==> src/rtl/pe_seq_pkg.sv <==
// Shared state encoding and IEEE-754 constants for the PE sequencer.
package pe_seq_pkg;

  typedef enum logic [2:0] {
    IDLE,
    CLR,
    LOAD_B,
    LOAD_A,
    PREP,
    ISSUE,
    WAIT,
    OUT
  } state_e;

  localparam logic [31:0] FP_ZERO = 32'h0000_0000;
  localparam logic [31:0] FP_ONE  = 32'h3F80_0000;
  localparam logic [31:0] FP_TWO  = 32'h4000_0000;

endpackage

==> src/rtl/pe_seq_abuf.sv <==
// Port-A operand buffer: N words, one write port, one registered read port.
// The read is requested in PREP so the word is on rdata during ISSUE.
module pe_seq_abuf #(
  parameter int VECTOR_SIZE = 32,
  parameter int L_RAM_SIZE  = 4
) (
  input  logic                   clk,
  input  logic                   rst_n,
  input  logic                   we,
  input  logic [L_RAM_SIZE-1:0]  waddr,
  input  logic [VECTOR_SIZE-1:0] wdata,
  input  logic                   re,
  input  logic [L_RAM_SIZE-1:0]  raddr,
  output logic [VECTOR_SIZE-1:0] rdata
);

  localparam int N = 2**L_RAM_SIZE;

  logic [VECTOR_SIZE-1:0] mem_q [N];
  logic [VECTOR_SIZE-1:0] rdata_q, rdata_d;

  always_comb begin
    rdata_d = rdata_q;
    if (re) rdata_d = mem_q[raddr];
  end

  always_ff @(posedge clk) begin
    if (we) mem_q[waddr] <= wdata;
  end

  always_ff @(posedge clk) begin
    if (!rst_n) rdata_q <= '0;
    else        rdata_q <= rdata_d;
  end

  assign rdata = rdata_q;

endmodule

==> src/rtl/pe_seq_ctrl.sv <==
// Initiator-side sequencer for one floating-point MAC PE: load B/A, issue, return sum.
// Optional watchdog on the PE result handshake: define PE_SEQ_TIMEOUT_EN.
module pe_seq_ctrl
  import pe_seq_pkg::*;
#(
  parameter int VECTOR_SIZE    = 32,
  parameter int L_RAM_SIZE     = 4,
  parameter int TIMEOUT_CYCLES = 64
) (
  input  logic                   aclk,
  input  logic                   aresetn,
  input  logic                   start,
  output logic                   busy,
  input  logic [VECTOR_SIZE-1:0] s_tdata,
  input  logic                   s_tvalid,
  output logic                   s_tready,
  output logic                   pe_aresetn,
  output logic [VECTOR_SIZE-1:0] pe_din,
  output logic [L_RAM_SIZE-1:0]  pe_addr,
  output logic                   pe_we,
  output logic [VECTOR_SIZE-1:0] pe_ain,
  output logic                   pe_valid,
  input  logic                   pe_dvalid,
  input  logic [VECTOR_SIZE-1:0] pe_dout,
  output logic [VECTOR_SIZE-1:0] m_tdata,
  output logic                   m_tvalid,
  input  logic                   m_tready,
  output logic                   err
);

  localparam int N     = 2**L_RAM_SIZE;
  localparam int IDX_W = L_RAM_SIZE + 1;
  localparam logic [IDX_W-1:0] LAST = IDX_W'(N - 1);

  if (TIMEOUT_CYCLES < 1) begin : g_bad_timeout
    $error("TIMEOUT_CYCLES must be at least 1");
  end

  state_e                 state_q, state_d;
  logic [IDX_W-1:0]       idx_q, idx_d, idx_inc;
  logic                   clr_q, clr_d;
  logic                   busy_q, busy_d;
  logic                   s_tready_q, s_tready_d;
  logic                   pe_we_q, pe_we_d;
  logic                   pe_valid_q, pe_valid_d;
  logic                   m_tvalid_q, m_tvalid_d;
  logic [L_RAM_SIZE-1:0]  pe_addr_q, pe_addr_d;
  logic [VECTOR_SIZE-1:0] pe_din_q, pe_din_d;
  logic [VECTOR_SIZE-1:0] m_tdata_q, m_tdata_d;
  logic                   beat, abuf_we, abuf_re;

`ifdef PE_SEQ_TIMEOUT_EN
  localparam int WD_W = $clog2(TIMEOUT_CYCLES + 1);
  logic [WD_W-1:0] wdog_q, wdog_d;
  logic            err_q, err_d;
`endif

  assign beat    = s_tvalid & s_tready_q;
  assign idx_inc = idx_q + IDX_W'(1);
  assign abuf_we = beat && (state_q == LOAD_A);
  assign abuf_re = (state_q == PREP);

  pe_seq_abuf #(
    .VECTOR_SIZE (VECTOR_SIZE),
    .L_RAM_SIZE  (L_RAM_SIZE)
  ) u_abuf (
    .clk   (aclk),
    .rst_n (aresetn),
    .we    (abuf_we),
    .waddr (idx_q[L_RAM_SIZE-1:0]),
    .wdata (s_tdata),
    .re    (abuf_re),
    .raddr (idx_q[L_RAM_SIZE-1:0]),
    .rdata (pe_ain)
  );

  always_comb begin
    state_d    = state_q;
    idx_d      = idx_q;
    clr_d      = 1'b0;
    pe_we_d    = 1'b0;
    pe_valid_d = 1'b0;
    pe_addr_d  = pe_addr_q;
    pe_din_d   = pe_din_q;
    m_tvalid_d = m_tvalid_q;
    m_tdata_d  = m_tdata_q;
`ifdef PE_SEQ_TIMEOUT_EN
    wdog_d     = wdog_q;
    err_d      = err_q;
`endif
    case (state_q)
      IDLE: begin
        if (start) begin
          state_d = CLR;
          clr_d   = 1'b1;
`ifdef PE_SEQ_TIMEOUT_EN
          err_d   = 1'b0;
`endif
        end
      end
      CLR: begin
        idx_d   = '0;
        state_d = LOAD_B;
      end
      LOAD_B: begin
        if (beat) begin
          pe_we_d   = 1'b1;
          pe_addr_d = idx_q[L_RAM_SIZE-1:0];
          pe_din_d  = s_tdata;
          if (idx_q == LAST) begin
            idx_d   = '0;
            state_d = LOAD_A;
          end else begin
            idx_d = idx_inc;
          end
        end
      end
      LOAD_A: begin
        if (beat) begin
          if (idx_q == LAST) begin
            idx_d     = '0;
            pe_addr_d = '0;
            state_d   = PREP;
          end else begin
            idx_d = idx_inc;
          end
        end
      end
      PREP: begin
        pe_valid_d = 1'b1;
        state_d    = ISSUE;
      end
      ISSUE: begin
`ifdef PE_SEQ_TIMEOUT_EN
        wdog_d  = '0;
`endif
        state_d = WAIT;
      end
      WAIT: begin
        // A result always reaches PREP first, so ISSUE trails pe_dvalid by two cycles.
        if (pe_dvalid) begin
          if (idx_q == LAST) begin
            m_tvalid_d = 1'b1;
            m_tdata_d  = pe_dout;
            state_d    = OUT;
          end else begin
            idx_d     = idx_inc;
            pe_addr_d = idx_inc[L_RAM_SIZE-1:0];
            state_d   = PREP;
          end
        end
`ifdef PE_SEQ_TIMEOUT_EN
        else if (wdog_q == WD_W'(TIMEOUT_CYCLES - 1)) begin
          err_d      = 1'b1;
          m_tvalid_d = 1'b1;
          m_tdata_d  = VECTOR_SIZE'(FP_ZERO);
          state_d    = OUT;
        end else begin
          wdog_d = wdog_q + WD_W'(1);
        end
`endif
      end
      OUT: begin
        if (m_tready) begin
          m_tvalid_d = 1'b0;
          state_d    = IDLE;
        end
      end
      default: state_d = IDLE;
    endcase
    busy_d     = (state_d != IDLE);
    s_tready_d = (state_d == LOAD_B) || (state_d == LOAD_A);
  end

  always_ff @(posedge aclk) begin
    if (!aresetn) begin
      state_q    <= IDLE;
      idx_q      <= '0;
      clr_q      <= 1'b0;
      busy_q     <= 1'b0;
      s_tready_q <= 1'b0;
      pe_we_q    <= 1'b0;
      pe_valid_q <= 1'b0;
      m_tvalid_q <= 1'b0;
      pe_addr_q  <= '0;
      pe_din_q   <= '0;
      m_tdata_q  <= '0;
`ifdef PE_SEQ_TIMEOUT_EN
      wdog_q     <= '0;
      err_q      <= 1'b0;
`endif
    end else begin
      state_q    <= state_d;
      idx_q      <= idx_d;
      clr_q      <= clr_d;
      busy_q     <= busy_d;
      s_tready_q <= s_tready_d;
      pe_we_q    <= pe_we_d;
      pe_valid_q <= pe_valid_d;
      m_tvalid_q <= m_tvalid_d;
      pe_addr_q  <= pe_addr_d;
      pe_din_q   <= pe_din_d;
      m_tdata_q  <= m_tdata_d;
`ifdef PE_SEQ_TIMEOUT_EN
      wdog_q     <= wdog_d;
      err_q      <= err_d;
`endif
    end
  end

  assign busy       = busy_q;
  assign s_tready   = s_tready_q;
  assign pe_aresetn = aresetn & ~clr_q;
  assign pe_we      = pe_we_q;
  assign pe_addr    = pe_addr_q;
  assign pe_din     = pe_din_q;
  assign pe_valid   = pe_valid_q;
  assign m_tvalid   = m_tvalid_q;
  assign m_tdata    = m_tdata_q;
`ifdef PE_SEQ_TIMEOUT_EN
  assign err        = err_q;
`else
  assign err        = 1'b0;
`endif

endmodule
==> config.mk <==
export PLATFORM = sky130hd
export DESIGN_NAME = pe_seq_ctrl
export DESIGN_NICKNAME = d
export VERILOG_FILES = /design/src/rtl/pe_seq_pkg.sv /design/src/rtl/pe_seq_abuf.sv /design/src/rtl/pe_seq_ctrl.sv
export SDC_FILE = /design/constraint.sdc
export NUM_CORES = 1
export LEC_CHECK = 0
export BUFFER_PORTS_ARGS = -buffer_cell sky130_fd_sc_hd__buf_4
export CORE_ASPECT_RATIO = 2
export CORE_MARGIN = 3
export CORE_UTILIZATION = 50
export DETAILED_ROUTE_END_ITERATION = 10
export MAX_ROUTING_LAYER = met4
export PLACE_DENSITY = 0.68
export SETUP_SLACK_MARGIN = 0.1
export SLEW_MARGIN = 20
export SYNTH_ARGS = -nofsm -noshare
export SYNTH_HDL_FRONTEND = slang
export SYNTH_SLANG_ARGS = --single-unit
==> constraint.sdc <==
create_clock -name aclk -period 6.3 [get_ports aclk]
set_input_delay 1.89 -clock aclk [delete_from_list [all_inputs] [get_ports aclk]]
set_output_delay 1.89 -clock aclk [all_outputs]
set_load 0.01 [all_outputs]
Yosys cells after proc, flatten, opt, wreduce, memory -nomap -nowiden
Memory sizes are Yosys's and may differ from the RTL's. A register that Yosys moved wholly into a read port is not among the register bits.
Cells that the tools add are included.
{ "word_totals": {"register_bits": 82, "memories": 1, "wordCells": 79, "ramBits": 512} }
{ "classes": {"addsub": 1, "reduce_logical": 16, "n_mux": 29, "bitwise": 3, "n_eq_ne": 18} }
{ "mem_list": {"columns": ["name", "depth", "word_bits", "read_ports", "rd_clocked_by_memory_dff", "write_ports", "line_no", "rtl"], "rows": [
  ["u_abuf.mem_q", 16, 32, 1, 1, 1, "pe_seq_abuf.sv:19", "logic [VECTOR_SIZE-1:0] mem_q [N];"]
]} }
{ "ops": {"columns": ["op", "n"], "rows": [
  ["one-hot mux 3 bit (8 select lines)", 1],
  ["2-to-1 mux 3 bit", 7],
  ["2-to-1 mux 4 bit", 5],
  ["2-to-1 mux 5 bit", 4],
  ["one-hot mux 5 bit (3 select lines)", 1],
  ["== test 3 x 2 -> 1 bit (second input constant)", 4],
  ["== test 3 bit (second input constant)", 4],
  ["!= test 2 bit (second input constant)", 6],
  ["one-hot mux 4 bit (3 select lines)", 1],
  ["nonzero test 3 bit", 3],
  ["2-to-1 mux 1 bit", 8],
  ["AND reduction 4 bit", 2],
  ["AND reduction 2 bit", 3],
  ["AND reduction 6 bit", 1],
  ["adder 5 x 1 -> 5 bit (second input constant)", 1],
  ["== test 5 x 4 -> 1 bit (second input constant)", 1],
  ["!= test 2 x 1 -> 1 bit (second input constant)", 2],
  ["== test 3 x 1 -> 1 bit (second input constant)", 1],
  ["zero test 3 bit", 1],
  ["AND reduction 3 bit", 1],
  ["bitwise AND 1 bit", 2],
  ["2-to-1 mux 2 bit", 1],
  ["one-hot mux 1 bit (2 select lines)", 1],
  ["nonzero test 2 bit", 1],
  ["5 further kinds", 5]
]} }

Longest topological paths before layout
Gate-level depths: netlist of run 1.
{ "logic_depth": {"ltp_word": 6, "depth_mapped": 11, "ltp_nobuf": 7} }

Hierarchy
From an unflattened synthesis of run 1, not the netlist that was laid out.
{ "unflattened": {"hier_cells": 1622, "hier_area_um2": 24096.9} }
{ "by_module_without_submodules": {"columns": ["mod", "n_inst", "area_per_inst_um2", "cells_per_inst"], "rows": [
  ["pe_seq_abuf", 1, 20866.3, 1216],
  ["pe_seq_ctrl", 1, 3230.6, 406]
]} }

Worst setup path after synthesis of run 1
OpenSTA, ideal clock, no wires.
{ "synth_timing": {"path_type": "input port to flip-flop", "start": "input port s_tvalid", "end": "memory u_abuf.mem_q[2][0] (enable)", "setup_time_ns": 0.461, "required_ns": 5.839, "path_slack_ns": 1.025, "stages": 6, "path_buffers": 2, "t_arrival_ns": 4.814, "path_cell_list": "and3b_1 -> buf_2 -> and2_1 -> clkbuf_1 -> nand2_1 -> nor3_1"} }
{ "synth_via": {"elab_chain_cells": 4} }
{ "synth_rtl": {"columns": ["item", "line_no", "rtl"], "rows": [
  ["start, declared", "pe_seq_ctrl.sv:15", "input logic s_tvalid,"],
  ["bitwise AND 1 bit", "pe_seq_ctrl.sv:58", "assign beat = s_tvalid & s_tready_q;"],
  ["logical AND 1 bit", "pe_seq_ctrl.sv:60", "assign abuf_we = beat && (state_q == LOAD_A);"],
  ["2-to-1 mux 1 bit", "pe_seq_abuf.sv:28", "if (we) mem_q[waddr] <= wdata;"],
  ["2-to-1 mux 1 bit (implied by the code)", "pe_seq_abuf.sv:28", null],
  ["end, declared", "pe_seq_abuf.sv:19", null]
]} }
No other way between the ends.

Final worst setup path of run 1
{ "layout_timing": {"start": "input port aresetn", "end": "output port pe_aresetn"} }
{ "layout_via": {"elab_chain_cells": 1} }
{ "layout_rtl": {"columns": ["item", "line_no", "rtl"], "rows": [
  ["start, declared", "pe_seq_ctrl.sv:11", "input logic aresetn,"],
  ["bitwise AND 1 bit", "pe_seq_ctrl.sv:213", "assign pe_aresetn = aresetn & ~clr_q;"],
  ["end, declared", "pe_seq_ctrl.sv:17", "output logic pe_aresetn,"]
]} }
No other way between the ends.

==> summary.txt, run 1 <==
Routed wire length -> 54.67 mm
RSZ-0062 raised after global routing -> no
# DRC -> 0
Post-synth EDFFs -> 512
Worst-path fanout max -> 38
TritonCTS Sinks -> 626
Cell taking the most area after synthesis -> edfxtp_1
#FFs+latches synth -> 626
Cell Rows -> 112
I/O Buffers -> 175
Power Dens Cells -> 287.7 mW/mm^2
Die Y -> 315.8 um
Nets -> 1,718
Fmax -> 218.8 MHz
Post-synthesis cell type count -> 56
Placed cell area -> 0.02580 mm^2
Starting Density -> 50.96%
Dpl hpwl -> 31.90 mm
Width of the die -> 160.9 um
Syn Nets -> 1,564
Root buf cell -> clkbuf_16
GRT Residual Overflow -> 0
Antenna violation net count after detailed routing -> 0
Relative slew margins -> 26.43%
Postcts setup bufs -> 0
P&R area growth vs syn -> 15.06%
Setup WS pre-CTS -> 1735 ps
Clk_skew -> 15.46 ps
Mean area per synthesized cell -> 16.14 um^2
Antenna violations before repair -> 1
Clock buffer depth -> 3
Max rail drop VDD -> 0.0002550 V
Core area -> 0.04709 mm^2
Setup TNS -> 0 ps
Post-synth top flop -> edfxtp_1
Hold wc startpoint -> pe_din[18]
Final hold viol count -> 0
H-tree depth -> 2
Yosys warning count -> 0
Post-route cell area -> 0.02761 mm^2
Max-Cap Viols -> 0
Synth top area cells -> edfxtp_1, dfxtp_1, mux2i_1
Vias in the first global route -> 14,020
Via-per-instance ratio -> 5.783
Clock Latency Late Sink -> 590 ps
Status -> finished clean
# setup viols final -> 0
Ratio of cells with drive above 1 in the final layout -> 22.37%
Worst hold endpoint -> pe_din[18]
Leak Pwr -> 8.720 nW
Reg2reg setup slack -> 3080 ps
HP Class -> reg -> reg
Largest net degree at the start of global routing -> 78
R2R depth -> 7
DRT Pass-1 Iters -> 5
GPL Wtd Cong -> 0.7928
Overall routing resource usage -> 22.14%
Critical Path Start Type -> primary input
Async SR Flop Fraction -> 0%
Fin crit period -> 4570 ps
Total CTS buffers -> 52
Synth Cell Area -> 0.02399 mm^2
Sequential fraction of the synthesis area -> 73.59%
Via count -> 13,380
Die footprint -> 0.05081 mm^2
Hold buffers post-CTS -> 0
First-pass GRT wire length -> 82.94 mm
CP Data Required Time -> 4410 ps
CP endpoint kind -> output pin
PostCTS Resize Cnt -> 0
# IOs -> 177
Mapped Cells -> 1,487
FF-to-FF End -> m_tdata[15]
Worst hold path stage count -> 2
CTS tree -> built
Drt wl/cell -> 23.63 um
Initial DRC Count -> 974
Post-layout util -> 58.63%
Worst-margin pin slew -> 1104 ps
Crit path DAT -> 2680 ps
Synth top area share -> 64.08%
CP Launch Point -> aresetn
Slew Viols, Final -> 0
Worst reg2reg path startpoint -> idx_q[1]
Period Utilization, post-route -> 72.53%
Fin worst setup slack -> 1730 ps
Worst-path clk slew -> 70 ps
Kind of critical path -> in -> out
-- registers in the layout, indices dropped and copies added, names as in the netlist --
name	cells
busy	1
clr_q	1
idx_q	5
m_tdata	32
m_tvalid	1
pe_addr	4
pe_din	32
pe_valid	1
pe_we	1
s_tready	1
state_q	3
u_abuf.mem_q	512
u_abuf.rdata	32
-- synth_stat cells (2+ instances only) --
master	instances
buf_6	10
edfxtp_1	512
a22oi_1	10
o22ai_1	40
nor2_1	42
nor3_1	6
o21ai_0	42
ha_1	7
and2_1	5
buf_2	37
a221oi_1	22
clkbuf_1	31
a211oi_1	3
nand2b_1	5
o21ai_1	17
and3_1	14
a31oi_1	32
mux4_2	42
or3_1	2
mux2i_1	172
o22ai_2	24
a21oi_1	79
inv_1	5
nand3b_1	5
nand2_1	143
or3b_1	2
buf_4	21
dfxtp_1	114
nand3_1	8
nor2b_1	7
a2111oi_0	2
a21o_1	2
-- how the worst max path moves through the flow --
stage,endpoint,slack (ps),cells past startpoint
2_1_floorplan,u_abuf.mem_q[2][0],1020,6
3_3_place_gp,pe_aresetn,1710,4
6_report,pe_aresetn,1730,4
3_5_place_dp,pe_aresetn,1730,4
4_1_cts,pe_aresetn,1720,4
5_1_grt,pe_aresetn,1670,4
-- logic make-up after synthesis --
group	synth area share [%]
other	0.01563
buffers and inverters	2.493
AO/OA/AOI/OAI	7.635
AND/OR/NAND/NOR	4.746
multiplexers	11.12
XOR/XNOR	0.03651
flip-flops	73.59
adder cells (fa/ha/maj)	0.3650
-- cell usage in the layout (no fill, tap or decap), types with 8 or more instances in the layout --
cell         n
nand3_1      8
o21ai_0     42
nor2_1      36
o22ai_1     40
clkinv_1     9
mux2i_1    172
o21ai_1     17
a31oi_1     32
dfxtp_1    110
a22oi_1     10
a221oi_1    22
a21oi_1     79
o22ai_2     24
edfxtp_1   512
clkbuf_1     9
mux4_2      42
buf_4      193
clkbuf_16   53
nand2_1    143
-- power breakdown --
part	internal (mW)	total (mW)	switching (mW)
Sequential	4.47	4.49	0.0153
Combinational	0.0596	0.167	0.108
Clock	1.85	3.29	1.44
Total	6.38	7.94	1.57
-- layout make-up --
| type | count | area [um^2] |
|---|---|---|
| Antenna cell | 1 | 2.502 |
| Clock buffer | 66 | 1415 |
| Clock inverter | 32 | 331.6 |
| Fill cell | 3648 | 19480 |
| Inverter | 7 | 26.28 |
| Multi-Input combinational cell | 755 | 5822 |
| Sequential cell | 626 | 17670 |
| Tap cell | 627 | 784.5 |
| Timing Repair Buffer | 199 | 1554 |
-- critical path, stage by stage --
cell and delay, ps:
buf_4 450, inv_2 70, nor2_1 120, buf_4 130
-- layer usage --
| metal | vias to the layer above | track usage, % | wire [um] |
|---|---|---|---|
| met1 | 6742 | 25.47 | 20600 |
| met5 | - | - | 0 |
| met4 | 0 | 7.086 | 1411 |
| li1 | 6068 | - | - |
| met2 | 474 | 39.97 | 29660 |
| met3 | 93 | 3.173 | 3001 |
-- per-stage QoR --
step	hold slack, ps	power, mW	instances
2_1_floorplan	465.1	4.637	1487
3_3_place_gp	443.1	4.739	2210
3_5_place_dp	448.3	4.745	2211
4_1_cts	457.6	8.002	2309
5_1_grt	472.8	8.173	2313
6_report	453.7	7.943	2313
Power figures use the tool's default switching activity.
==> run 2, diff against run 1 <==
==> constraint.sdc (replaced) <==
create_clock -name aclk -period 4.5 [get_ports aclk]
set_input_delay 1.35 -clock aclk [delete_from_list [all_inputs] [get_ports aclk]]
set_output_delay 1.35 -clock aclk [all_outputs]
set_load 0.01 [all_outputs]
==> run 2 against run 1 <==
Effect of this change:
- utilization barely moved
- design area barely moved
- non-clock buffer count rose by 11
- combinational power rose by 52%
- highest routed layer unchanged
- critical endpoint is now m_tdata[6]
- clock power rose by 38%
- clock skew fell by 2.9 ps
==> summary.txt, run 2 (synthesized netlist as in run 1, its figures left out) <==
Critical Path Start Type -> flip-flop
CTS tree -> built
Switching Fraction -> 19.65%
Core area -> 0.04709 mm^2
DRT Pass-1 Iters -> 5
Die Y -> 315.8 um
Postcts setup bufs -> 0
Via count -> 13,340
Post-layout util -> 58.61%
RSZ-0062 raised after global routing -> no
Ratio of cells with drive above 1 in the final layout -> 22.81%
Most common cell after layout, fill and taps aside -> edfxtp_1
Antenna violations before repair -> 0
Worst-path clk slew -> 70 ps
Antenna violation net count after detailed routing -> 0
Power Dens Cells -> 400.8 mW/mm^2
CP Data Required Time -> 4910 ps
HP Class -> reg -> reg
Dpl hpwl -> 34.70 mm
Total CTS buffers -> 52
Fmax -> 316.1 MHz
Overall routing resource usage -> 22.49%
Vias in the first global route -> 13,880
FF-to-FF End -> m_tdata[6]
Leak Pwr -> 8.735 nW
Gate power share -> 2.3%
Via-per-instance ratio -> 5.752
Most frequent cells in the layout -> edfxtp_1, buf_4, mux2i_1
Relative slew margins -> 27.74%
Worst-margin pin slew -> 1084 ps
Fin crit period -> 3164 ps
H-tree depth -> 2
I/O Buffers -> 175
Reg2reg setup slack -> 1340 ps
Hold buffers post-CTS -> 0
Kind of critical path -> reg -> reg
Die footprint -> 0.05081 mm^2
TritonCTS Sinks -> 626
First-pass GRT wire length -> 83.43 mm
R2R depth -> 7
PostCTS Resize Cnt -> 0
Clk network pwr share -> 40.9%
Final hold viol count -> 0
Worst reg2reg path startpoint -> idx_q[1]
Hold_ws -> 453.5 ps
Setup crit end -> m_tdata[6]
Starting Density -> 50.96%
Period Utilization, post-route -> 70.31%
Slew Viols, Final -> 0
Clock Latency Late Sink -> 570 ps
P&R area growth vs syn -> 15.01%
Clock buffer depth -> 3
Root buf cell -> clkbuf_16
Drt wl/cell -> 23.97 um
# IOs -> 177
P_sw -> 2.174 mW
Int Power -> 8.886 mW
Width of the die -> 160.9 um
CP endpoint kind -> flip-flop
Largest net degree at the start of global routing -> 78
GRT Residual Overflow -> 0
Setup TNS -> 0 ps
Ant. Diodes -> 0
Part of the power in registers -> 56.8%
Routed wire length -> 55.60 mm
CP Launch Point -> idx_q[1]
Clk_skew -> 12.57 ps
GPL Wtd Cong -> 0.8036
Biggest register -> u_abuf.mem_q
Initial DRC Count -> 988
Worst-path fanout max -> 45
Status -> finished clean
Cell Rows -> 112
Max-Cap Viols -> 0
# setup viols final -> 0
Crit path DAT -> 3570 ps
Max reg flops -> 512
Nets -> 1,729
Max rail drop VDD -> 0.0003713 V
# DRC -> 0
-- run 2: how the worst min path moves through the flow --
stage | from | to | slack (ps) | cells past startpoint
floorplan | idx_q[4] | idx_q[4] | 470 | 2
global placement | pe_din[16] | pe_din[16] | 440 | 2
detailed placement | pe_din[15] | pe_din[15] | 450 | 2
CTS | pe_din[20] | pe_din[20] | 460 | 2
global route | pe_din[15] | pe_din[15] | 480 | 2
finish | pe_din[21] | pe_din[21] | 450 | 2
-- run 2: power groups by stage --
stage	combinational (mW)	clock (mW)	sequential, mW
floorplan	0.0923	0	6.40
global placement	0.251	0	6.40
detailed placement	0.257	0	6.40
CTS	0.257	4.62	6.28
global route	0.275	4.83	6.28
finish	0.254	4.53	6.28
-- run 2: layout make-up --
class	instances	area, um^2
fill	3667	19490
sequential	626	17670
multi-input combinational	755	5819
timing repair buffer	210	1580
clock buffer	66	1429
tap	627	784.5
clock inverter	28	286.5
inverter	7	26.28
-- run 2: per-layer routing --
| metal | track usage [%] | routed length [um] | up-vias |
|---|---|---|---|
| li1 | - | - | 6077 |
| met2 | 40.37 | 29850 | 475 |
| met5 | - | 0 | - |
| met1 | 25.70 | 20600 | 6670 |
| met4 | 8.788 | 2229 | 0 |
| met3 | 2.714 | 2917 | 116 |
-- run 2: worst max-delay path, cell delays in order (launching register included) --
cell and delay (ps):
dfxtp_4 840, ha_1 380, and3_1 250, ha_1 230
nand3_1 160, or3_1 820, nand2_1 230, a21oi_1 80
-- run 2: stage by stage --
stage | area (um^2) | std cells | setup slack (ps) | total power [mW]
2_1_floorplan | 24000 | 1487 | 633.9 | 6.492
3_3_place_gp | 25870 | 2224 | 1030 | 6.655
3_5_place_dp | 25870 | 2224 | 937.1 | 6.662
4_1_cts | 27580 | 2318 | 1275 | 11.15
5_1_grt | 27600 | 2319 | 1032 | 11.38
6_report | 27600 | 2319 | 1336 | 11.06
==> run 3, diff against run 2 <==
--- a/config.mk
+++ b/config.mk
@@ -11,7 +11,7 @@
 export CORE_UTILIZATION = 50
 export DETAILED_ROUTE_END_ITERATION = 10
 export MAX_ROUTING_LAYER = met4
-export PLACE_DENSITY = 0.68
+export PLACE_DENSITY = 0.71
 export SETUP_SLACK_MARGIN = 0.1
 export SLEW_MARGIN = 20
 export SYNTH_ARGS = -nofsm -noshare
==> constraint.sdc (replaced) <==
create_clock -name aclk -period 2.7 [get_ports aclk]
set_input_delay 0.81 -clock aclk [delete_from_list [all_inputs] [get_ports aclk]]
set_output_delay 0.81 -clock aclk [all_outputs]
set_load 0.01 [all_outputs]
==> run 3 against run 2 <==
Effect of this change:
- clock skew grew 3.5 ps
- sequential cell count is the same
- utilization grew 1.5 points
- clock power grew 80%
- sequential power grew 66%
- register-to-register slack lost 880 ps
==> summary.txt, run 3 (synthesized netlist as in run 1, its figures left out) <==
Vias in the first global route -> 14,110
GPL Wtd Cong -> 0.8449
GRT Residual Overflow -> 0
Fin crit period -> 2247 ps
Max-Cap Viols -> 0
Slowest CP cell -> dfxtp_4
First-pass GRT wire length -> 84.36 mm
Relative slew margins -> 63.35%
Clock buffer depth -> 3
Antenna violation net count after detailed routing -> 0
HP Class -> reg -> reg
Kind of critical path -> reg -> reg
Fin worst setup slack -> 453.5 ps
DRT Pass-1 Iters -> 4
Filler cells -> 3,590
Fmax -> 445.1 MHz
Max reg flops -> 512
Postcts setup bufs -> 0
Crit path DAT -> 2750 ps
Ant. Diodes -> 0
Most frequent cells in the layout -> edfxtp_1, buf_4, mux2i_1
Worst-path clk slew -> 70 ps
Dpl hpwl -> 36.06 mm
Slew Viols, Final -> 0
RSZ-0062 raised after global routing -> no
CP Data Required Time -> 3210 ps
# setup viols final -> 0
Setup WS pre-CTS -> 288.0 ps
Via-per-instance ratio -> 5.704
# DRC -> 0
Reg2reg setup slack -> 450 ps
Routed wire length -> 55.92 mm
Overall routing resource usage -> 22.63%
Cell Rows -> 112
WP depth -> 7
Die footprint -> 0.05081 mm^2
Crit path max-delay family -> simple AND/OR/NAND/NOR gates
R2R depth -> 7
CP Cell Sequence -> ha_1 > and3_1 > ha_1 > and4bb_2 > o21ai_0 > nand3_1 > a21oi_1
Worst reg2reg path startpoint -> idx_q[1]
Core area -> 0.04709 mm^2
# IOs -> 177
P&R area growth vs syn -> 17.93%
PostCTS Resize Cnt -> 0
TritonCTS Sinks -> 626
Drt wl/cell -> 23.65 um
Nets -> 1,770
WP buf/inv -> 0
CTS tree -> built
Via count -> 13,490
I/O Buffers -> 175
H-tree depth -> 2
Setup crit end -> idx_q[2]
Ratio of cells with drive above 1 in the final layout -> 25.22%
Most common cell after layout, fill and taps aside -> edfxtp_1
Hold buffers post-CTS -> 0
FF-to-FF End -> idx_q[2]
Max rail drop VDD -> 0.0005262 V
Largest net degree at the start of global routing -> 70
Worst-path fanout max -> 12
Clk_skew -> 16.09 ps
Starting Density -> 50.96%
Initial DRC Count -> 951
CP Launch Point -> idx_q[1]
Worst-margin pin slew -> 544.0 ps
Final hold viol count -> 0
Setup TNS -> 0 ps
Total CTS buffers -> 52
Post-layout util -> 60.10%
Critical Path Start Type -> flip-flop
Width of the die -> 160.9 um
Crit-path max cell delay -> 450 ps
CP endpoint kind -> flip-flop
Clock Latency Late Sink -> 590 ps
Status -> finished clean
Reg area -> 0.01767 mm^2
Leak Pwr -> 9.091 nW
Antenna violations before repair -> 0
Die Y -> 315.8 um
Power Dens Cells -> 673.3 mW/mm^2
Biggest register -> u_abuf.mem_q
Period Utilization, post-route -> 83.20%
Root buf cell -> clkbuf_16
Area of the multi-input gates -> 0.005819 mm^2
Hold_ws -> 455.8 ps
Most frequent CP cell -> ha_1
## run 3: how the worst min path moves through the flow
stage / slack [ps] / endpoint / from / cells past startpoint
6_report: 460 / pe_din[16] / pe_din[16] / 2
3_3_place_gp: 440 / pe_din[18] / pe_din[18] / 2
3_5_place_dp: 450 / pe_din[16] / pe_din[16] / 2
2_1_floorplan: 470 / idx_q[4] / idx_q[4] / 2
5_1_grt: 460 / m_tdata[0] / pe_dout[0] / 3
4_1_cts: 430 / m_tdata[0] / pe_dout[0] / 3
## run 3: stage by stage
| step | cell area, um^2 | power (mW) | cells |
|---|---|---|---|
| after floorplan | 24040 | 10.82 | 1487 |
| after global placement | 26410 | 11.10 | 2266 |
| after detailed placement | 26410 | 11.11 | 2266 |
| after CTS | 28300 | 19.19 | 2364 |
| after global routing | 28300 | 19.62 | 2364 |
| final | 28300 | 19.05 | 2364 |
## run 3: layout make-up
class | instances | area share (%)
clock buffers | 63 | 5.032
multi-input cells | 755 | 20.57
flip-flops and latches | 626 | 62.45
clock inverters | 35 | 1.636
inverters | 7 | 0.09286
repair buffers | 251 | 7.455
well taps | 627 | 2.772
## run 3: routing by layer
metal	global-route usage, %	vias up	wire length [um]
met4	7.536	0	1732
met1	25.23	6798	20660
met5	-	-	0
met2	41.65	424	30840
li1	-	6162	-
met3	3.146	101	2681
## run 3: power by group
group / internal (mW) / switching [mW] / total (mW) / leakage, nW
combinational: 0.153 / 0.304 / 0.458 / 2.65
sequential: 10.4 / 0.0106 / 10.4 / 5.52
clock: 4.68 / 3.47 / 8.15 / 0.916
## run 3: worst reg2reg max path, stage by stage (launching register included)
cell	delay (ps)
dfxtp_4	450
ha_1	200
and3_1	240
ha_1	240
and4bb_2	290
o21ai_0	450
nand3_1	130
a21oi_1	170
